### config.mk
export PLATFORM = sky130hd
export DESIGN_NAME = mul_wb_ctrl
export DESIGN_NICKNAME = d
export VERILOG_FILES = /design/src/rtl/mul_ctrl_pkg.sv /design/src/rtl/mul_wb_ctrl.sv
export SDC_FILE = /design/constraint.sdc
export NUM_CORES = 1
export LEC_CHECK = 0
export CAP_MARGIN = 30
export CORE_MARGIN = 5
export CORE_UTILIZATION = 37
export CTS_CLUSTER_DIAMETER = 120
export DETAILED_ROUTE_END_ITERATION = 8
export PLACE_DENSITY = 0.81
export REMOVE_ABC_BUFFERS = 1
export SYNTH_ARGS = -nofsm -noshare
export SYNTH_HDL_FRONTEND = slang
export SYNTH_SLANG_ARGS = --single-unit
### constraint.sdc
create_clock -name clk -period 1.9 [get_ports clk]
set_clock_uncertainty 0.1 [all_clocks]
set_input_delay 0.38 -clock clk [delete_from_list [all_inputs] [get_ports clk]]
set_output_delay 0.38 -clock clk [all_outputs]
set_load 0.02 [all_outputs]
### src/rtl/mul_ctrl_pkg.sv
`default_nettype none
// ============================================================================
// Module      : mul_ctrl_pkg
// Description : State encoding and default timing for the multiply controller.
// Revision    : 1.0
// ============================================================================
package mul_ctrl_pkg;

    typedef enum logic [1:0] {
        IDLE   = 2'd0,
        SETTLE = 2'd1,
        WRITE  = 2'd2
    } state_t;

    localparam int c_SETTLE_CYCLES_DEFAULT = 2;
    localparam int c_CNT_W                 = 4;

endpackage
`default_nettype wire

### src/rtl/mul_wb_ctrl.sv
`default_nettype none
// ============================================================================
// Module      : mul_wb_ctrl
// Description : Latches operands for an external combinational multiplier,
//               waits for the product to settle, then writes it back.
// Revision    : 1.0
// ============================================================================
module mul_wb_ctrl
    import mul_ctrl_pkg::*;
#(
    parameter int SETTLE_CYCLES = c_SETTLE_CYCLES_DEFAULT
) (
    input  logic       clk,
    input  logic       rst_n,
    input  logic       i_start,
    input  logic       i_flush,
    input  logic [7:0] i_data1,
    input  logic [7:0] i_data2,
    input  logic [2:0] i_dest_addr,
    input  logic [7:0] i_mul_out,
    output logic [7:0] o_op1,
    output logic [7:0] o_op2,
    output logic       o_busywait,
    output logic       o_write_en,
    output logic [2:0] o_write_addr,
    output logic [7:0] o_write_data
);

    localparam logic [c_CNT_W-1:0] c_CNT_LOAD = c_CNT_W'(SETTLE_CYCLES - 1);

    if (SETTLE_CYCLES < 1 || SETTLE_CYCLES > 15) begin : g_bad_settle_cycles
        $error("mul_wb_ctrl: SETTLE_CYCLES=%0d outside legal range 1..15", SETTLE_CYCLES);
    end

    state_t             r_state;
    logic [c_CNT_W-1:0] r_cnt;
    logic [7:0]         r_op1;
    logic [7:0]         r_op2;
    logic [2:0]         r_write_addr;
    logic [7:0]         r_write_data;
    logic               r_write_en;
    logic               w_busywait;

    always_ff @(posedge clk or negedge rst_n) begin
        if (!rst_n) begin
            r_state      <= IDLE;
            r_cnt        <= '0;
            r_op1        <= '0;
            r_op2        <= '0;
            r_write_addr <= '0;
            r_write_data <= '0;
            r_write_en   <= 1'b0;
        end else begin
            r_write_en <= 1'b0;
            if (i_flush) begin
                r_state <= IDLE;
                r_cnt   <= '0;
            end else begin
                case (r_state)
                    IDLE: begin
                        if (i_start) begin
                            r_op1        <= i_data1;
                            r_op2        <= i_data2;
                            r_write_addr <= i_dest_addr;
                            r_cnt        <= c_CNT_LOAD;
                            r_state      <= SETTLE;
                        end
                    end
                    SETTLE: begin
                        // START is deliberately ignored here; the requester holds it under BUSYWAIT.
                        if (r_cnt != '0) begin
                            r_cnt <= r_cnt - 1'b1;
                        end else begin
                            r_write_data <= i_mul_out;
                            r_write_en   <= 1'b1;
                            r_state      <= WRITE;
                        end
                    end
                    WRITE: begin
                        if (i_start) begin
                            r_op1        <= i_data1;
                            r_op2        <= i_data2;
                            r_write_addr <= i_dest_addr;
                            r_cnt        <= c_CNT_LOAD;
                            r_state      <= SETTLE;
                        end else begin
                            r_state <= IDLE;
                        end
                    end
                    default: begin
                        r_state <= IDLE;
                        r_cnt   <= '0;
                    end
                endcase
            end
        end
    end

    // Stall is combinational on START so the PC freezes in the request cycle itself.
    always_comb begin
        w_busywait = 1'b0;
        case (r_state)
            IDLE:    w_busywait = i_start;
            SETTLE:  w_busywait = 1'b1;
            WRITE:   w_busywait = i_start;
            default: w_busywait = 1'b0;
        endcase
    end

    assign o_op1        = r_op1;
    assign o_op2        = r_op2;
    assign o_busywait   = w_busywait;
    assign o_write_en   = r_write_en;
    assign o_write_addr = r_write_addr;
    assign o_write_data = r_write_data;

endmodule
`default_nettype wire

# After elaboration in Yosys (flattened, before gate mapping)

Index checks and enable logic that the tools add are counted.

Muxes and demuxes: 13
Bitwise operators: 2
Equality and inequality tests: 6
Reductions and logical operators: 7
$add $sub $neg: 1

Operators by type and width:

| kind                                                                    | number |
|---|---|
| 4-bit two-way mux                                                       | 3 |
| 3-bit inequality test, second input constant                            | 3 |
| 4-bit case mux with 2 select lines                                      | 1 |
| 2-bit two-way mux                                                       | 3 |
| 2-bit case mux with 3 select lines                                      | 1 |
| 3-bit AND reduction                                                     | 2 |
| 1-bit two-way mux                                                       | 4 |
| 2-bit AND reduction                                                     | 2 |
| 4-bit nonzero test                                                      | 1 |
| 4-bit by 1-bit subtractor with 4-bit output, second input constant      | 1 |
| 3-bit by 1-bit inequality test with 1-bit output, second input constant | 1 |
| 2-bit by 1-bit == test with 1-bit output, second input constant         | 1 |
| 2-bit == test, second input constant                                    | 1 |
| 2-bit logical NOT                                                       | 1 |
| 1-bit inverter                                                          | 2 |
| 1-bit case mux with 2 select lines                                      | 1 |
| 2-bit OR reduction                                                      | 1 |

Bits of input ports: 31
Register bits after elaboration: 34
Word-level logic and storage cells: 36
Output and inout bits: 29

# Depth between registers and ports, before layout

Depth after elaboration: 4
Depth in mapped cells: 6

# Worst setup path after synthesis

No wires, ideal clock.

Kind: register to register
Start point: reg r_cnt[0]
End point: reg r_write_data[0], in the netlist o_write_data[0]
Data arrival time: 1704 ps
Data required time: 1675 ps
Setup time: 125 ps
Slack: -29 ps
Cell stages (with the launch flop): 7
Cells stage by stage: dfrtp_1 -> inv_1 -> ha_1 -> or3b_1 -> buf_2 -> nor3_4 -> mux2_2

Cells in the longest elaborated chain, start to end: 3

RTL lines:

| item                                 | line              | source |
|---|---|---|
| start: declaration                   | mul_wb_ctrl.sv:36 | `logic [c_CNT_W-1:0] r_cnt;` |
| start signal: assignment             | mul_wb_ctrl.sv:65 | `r_cnt <= c_CNT_LOAD;` |
| start signal: assignment             | mul_wb_ctrl.sv:72 | `r_cnt <= r_cnt - 1'b1;` |
| start signal: assignment             | mul_wb_ctrl.sv:84 | `r_cnt <= c_CNT_LOAD;` |
| 4-bit nonzero test                   | mul_wb_ctrl.sv:71 | `if (r_cnt != '0) begin` |
| 1-bit inverter (no source line)      | -                 |  |
| 3-bit AND reduction (no source line) | -                 |  |
| end signal: assignment               | mul_wb_ctrl.sv:74 | `r_write_data <= i_mul_out;` |
| end: declaration                     | mul_wb_ctrl.sv:40 | `logic [7:0] r_write_data;` |

No other way between the ends.
A chain may end at the register's enable or synchronous reset.

# Worst setup path after layout

Ends and elaborated chain as after synthesis.

==> results.cfg <==
[outcome]
status = finished clean

[clock_tree]
cts_hold_buf = 0
insertion_delay_ns = 0.28
clock_path_buffers = 2
cts_setup_buffers = 0
clock-sinks = 34
tritoncts = built
cts_buffers = 5
htreeDepth = 2
clockRootBuffer = clkbuf_8
path_clk_slew_ns = 0.07

[setup_path]
cp.required_ns = 1.96
cp_max_fo = 9
endpoint_kind = flop
cp-start-kind = flop
worstPathArrival_ns = 1.96
path_class = reg -> reg

[power_and_ir_drop]
p_leak_nw = 0.931
powerDensity_nw_per_um2 = 1150
vdd_drop_max_uv = 706
finalPower_mw = 2.54

[placement]
dpl_cell_area_um2 = 2110
dp_hpwl_um = 2630
place_ws_ns = -0.216
gp_congestion = 0.799
port-buffer-count = 59

[yosys]
yosysTopAreaCellShare = 0.619
synth_area_leader_cell = dfrtp_1
yosysSeqAreaShare = 0.619
synth.area.top_cells = dfrtp_1 62%, mux2_2 22%, ha_1 1.8%
ys_warn_count = 0
synthCells = 96
synth_area_um2 = 1380
synth_cell_types = 22
syn_area_per_cell_um2 = 14.3
synth_seq_cells = 34

[routing]
vias_per_cell = 4.78
drt_iter0_markers = 50
firstDrtPassIters = 4
drc = 0
ant_nets = 0
vias = 1043
wl_per_cell_um = 15.4
wl_um = 3370

[floorplan]
fp.dieH_um = 71.0
ios = 60
rows = 22
dieArea_um2 = 5040
die-width_um = 71.0
core-area_um2 = 3630
initial_core_util = 0.378

[finish]
fill_cells = 304
antenna_cells = 0
synthToLayoutAreaGrowth_pct = 60.5
final_util = 0.607
layout_common_cells = 58 x clkdlybuf4s50_1, 34 x dfrtp_1, 27 x mux2_2, 9 x buf_4, 6 x clkbuf_8
nNetsFinal = 202
drive_gt1_frac = 0.288
design_area_um2 = 2210
mostFrequentLayoutCell = clkdlybuf4s50_1

[global_route]
grt_first_pass_wirelength_um = 5570
grt_util_all_layers = 0.142
gr-total-overflow = 0
grt_antenna_before_repair = 0
grt_pass1_vias = 1211
grt_max_degree = 35

[timing]
fin_crit_sh = 0.997
period_needed_ns = 1.89
worst_pin_slew_ns = 0.430
worst_slack_ns = 0.00575
finalSetupViolCount = 0
rsz0062_at_grt = yes
hold_violations = 0
timing.hold.ws_ns = 0.405
maxSlewHeadroom = 0.714
max_freq_mhz = 528
slew_violations = 0

[job]
maxCapViolations = 0

[hold_path]
hold_path_class = in -> async
## critical path, cell delays in order, from the launching register on
cell	delay [ns]
dfrtp_1	0.40
inv_2	0.07
ha_1	0.15
or3b_4	0.40
nor3_4	0.17
buf_12	0.15
mux2_2	0.33
## metrics by stage
step           instances  TNS (ns)
6_report             218         0
5_1_grt              218    -0.360
4_1_cts              218         0
3_5_place_dp         210     -3.28
2_1_floorplan         92     -2.59
3_3_place_gp         210     -2.48
## flip-flops by register name, summed over array words and instances, names as in the netlist
signal,flops
r_state,2
o_op1,8
o_write_addr,3
o_write_en,1
r_cnt,4
o_op2,8
o_write_data,8
## kinds of logic (layout without fill, tap and decap cells)
| logic type | after synthesis | after routing | synth area share |
|---|---|---|---|
| AND/OR/NAND/NOR | 15 | 15 | 0.0710 |
| multiplexers | 28 | 28 | 0.228 |
| AO/OA/AOI/OAI | 8 | 8 | 0.0364 |
| adder cells (fa/ha/maj) | 2 | 2 | 0.0182 |
| flip-flops | 34 | 34 | 0.619 |
| buffers and inverters | 9 | 83 | 0.0273 |
## layer usage
| layer | vias to the layer above | wire [um] | share of wire | GRT usage |
|---|---|---|---|---|
| met4 | 0 | 23 | 0.0068 | 0.0459 |
| met3 | 2 | 214 | 0.064 | 0.0568 |
| met5 | - | 0 | 0 | 0 |
| met1 | 526 | 1260 | 0.38 | 0.153 |
| met2 | 34 | 1860 | 0.55 | 0.252 |
| li1 | 481 | - | - | - |
## worst paths after layout
kind | start | to | slack (ns) | cells past startpoint
worst max-delay path | r_cnt[0] | o_write_data[0] | 0.006 | 6
worst min-delay path | rst_n | o_op1[2] | 0.40 | 2
worst max register to register | r_cnt[0] | o_write_data[0] | 0.006 | 6
worst min register to register | o_op1[1] | o_op1[1] | 0.41 | 1
max in group asynchronous | rst_n | o_op1[3] | 0.98 | 2
min in group clk | o_op1[1] | o_op1[1] | 0.41 | 1
## Yosys cell counts
cell      number
or3b_1         1
mux2_2        27
dfrtp_1       34
nand2b_1       3
nand3_1        1
ha_1           2
o21ai_0        2
or3_1          1
nor4_1         1
nor3b_1        2
nor3_1         2
o22ai_1        1
a21oi_1        3
buf_2          3
nor3_4         1
mux2i_1        1
inv_1          5
a311o_1        1
nand2_1        2
o32ai_1        1
clkbuf_1       1
nor2_1         1
## where the power goes
group          internal (mW)  switching [mW]
clock network          0.292           0.248
logic                  0.548           0.441
registers              0.908           0.101
total                   1.75           0.789
## area by class of cell
type	count	area, um^2	area share
flip-flops and latches	34	851	0.385
repair buffers	70	697	0.316
multi-input cells	53	489	0.222
clock buffers	7	86.3	0.0391
well taps	48	60.1	0.0272
inverters	5	18.8	0.00850
clock inverters	1	5.00	0.00227
## timing repair
action | in CTS | in global routing
endpoints found under the hold margin | 0 | 0
endpoints found under the setup margin | 9 | 8
resized for setup | 4 | 0
Note: power is estimated with default switching activity, not from simulation.
==> edit (same flow settings) <==
The package constant `c_CNT_W` goes from 4 to 6.
--- a/src/rtl/mul_ctrl_pkg.sv
+++ b/src/rtl/mul_ctrl_pkg.sv
@@ -14,5 +14,5 @@
 
     localparam int c_SETTLE_CYCLES_DEFAULT = 2;
-    localparam int c_CNT_W                 = 4;
+    localparam int c_CNT_W                 = 6;
 
 endpackage
Function: no difference found for any inputs over 10 cycles, from zero or initial values and one cycle with rst_n low; that may be too few to reach the edited logic, so the function may still have changed.
==> edit against the original RTL <==
- die area up 10%
- design area grew 6.3%
- synthesized cell count grew 17%
- final cell count increased by 7.3%
- area after synthesis rose by 12%
- critical path depth decreased by 1
- setup slack improved by 0.078 ns
- fmax up 4.3%
- utilization fell by 2.5 points
- sequential cell count up 2
- largest cell class unchanged
- total power up 6.7%
- routed wire length rose by 11%
- combinational power up 11%
==> edit: results (changes against the original RTL) <==
[synth]
synth_seq_area_share_pct=58.5  ; was 61.9%
synthAdderAreaFrac_pct=1.63  ; was 1.82%
synth-compound-area-share_pct=7.15  ; was 3.64%
synth.mux.area_fraction_pct=19.8  ; was 22.8%
synthTopCellsByArea=dfrtp_1, mux2_2, or3b_2  ; was dfrtp_1, mux2_2, ha_1
avgSynthCellArea_um2=13.7  ; was 14.3 um2
synthTopCellsByCount=dfrtp_1, mux2_2, inv_1, o21ai_0, nor3_1  ; was dfrtp_1, mux2_2, inv_1
synthDistinctLibCells=28  ; was 22

[pwr]
switching_share_pct=33.1  ; was 31.1%
combPwrFrac_pct=40.6  ; was 39.0%
ir_drop_mv=0.677  ; was 0.706 mV
total_power_uw=2710  ; was 2540 uW

[placed_design]
place_area_mm2=0.00225  ; was 0.00211 mm2
pre_cts_ws_ns=-0.210  ; was -0.216 ns
dpl.hpwl_mm=2.86  ; was 2.63 mm

[sta]
worstMarginPinSlew_ns=0.442  ; was 0.430 ns
holdWs_ns=0.403  ; was 0.405 ns

[setup_path]
worst_ep_arrival_time_ns=1.94  ; was 1.96 ns
cp_max_fo=4  ; was 9
rr_endpoint=r_cnt[0]  ; was o_write_data[0]
ff2ff_setup_slack_ns=0.08  ; was 0.006 ns
cp-endpoint=r_cnt[0]  ; was o_write_data[0]
reg2reg_from=r_cnt[1]  ; was r_cnt[0]

[detailed_routing]
drt_iter0_markers=56  ; was 50

[layout]
final_cells=234  ; was 218

[global_route]
grt_pass1_vias=1375  ; was 1211

[run_status]
status=finished clean  ; unchanged

## edit: cell count changes after synthesis, sizes merged, moves of 2 or more
cell / unedited run / this run
o21ai: 2 / 5
a32o: 0 / 2
dfrtp: 34 / 36
nor2: 1 / 3
or3b: 1 / 3
## edit: cell type report
cell class	instances	area, um2
clock buffer	5	68.8
clock inverter	3	18.8
fill	317	1680
inverter	6	22.5
multi-input combinational	67	608
sequential	36	902
tap	50	62.6
timing repair buffer	67	663
## edit: metal layers
layer,global-route usage [%],vias to the layer above,wire (um)
li1,-,547,-
met1,15.5,573,1280
met2,26.1,60,1970
met3,8.65,4,473
met4,5.14,0,25
met5,0,-,0
## edit: cell families (layout without fill, tap and decap cells)
kind of cell,after synthesis,in the layout
compound gates,16,16
fa+ha+maj,2,2
buf+inv,9,81
flops,36,36
mux,27,27
simple gates,22,22
## edit: what timing repair did
action	in CTS	in global routing
setup endpoints to repair	2	11
hold endpoints to repair	0	0
gates resized for setup	2	4
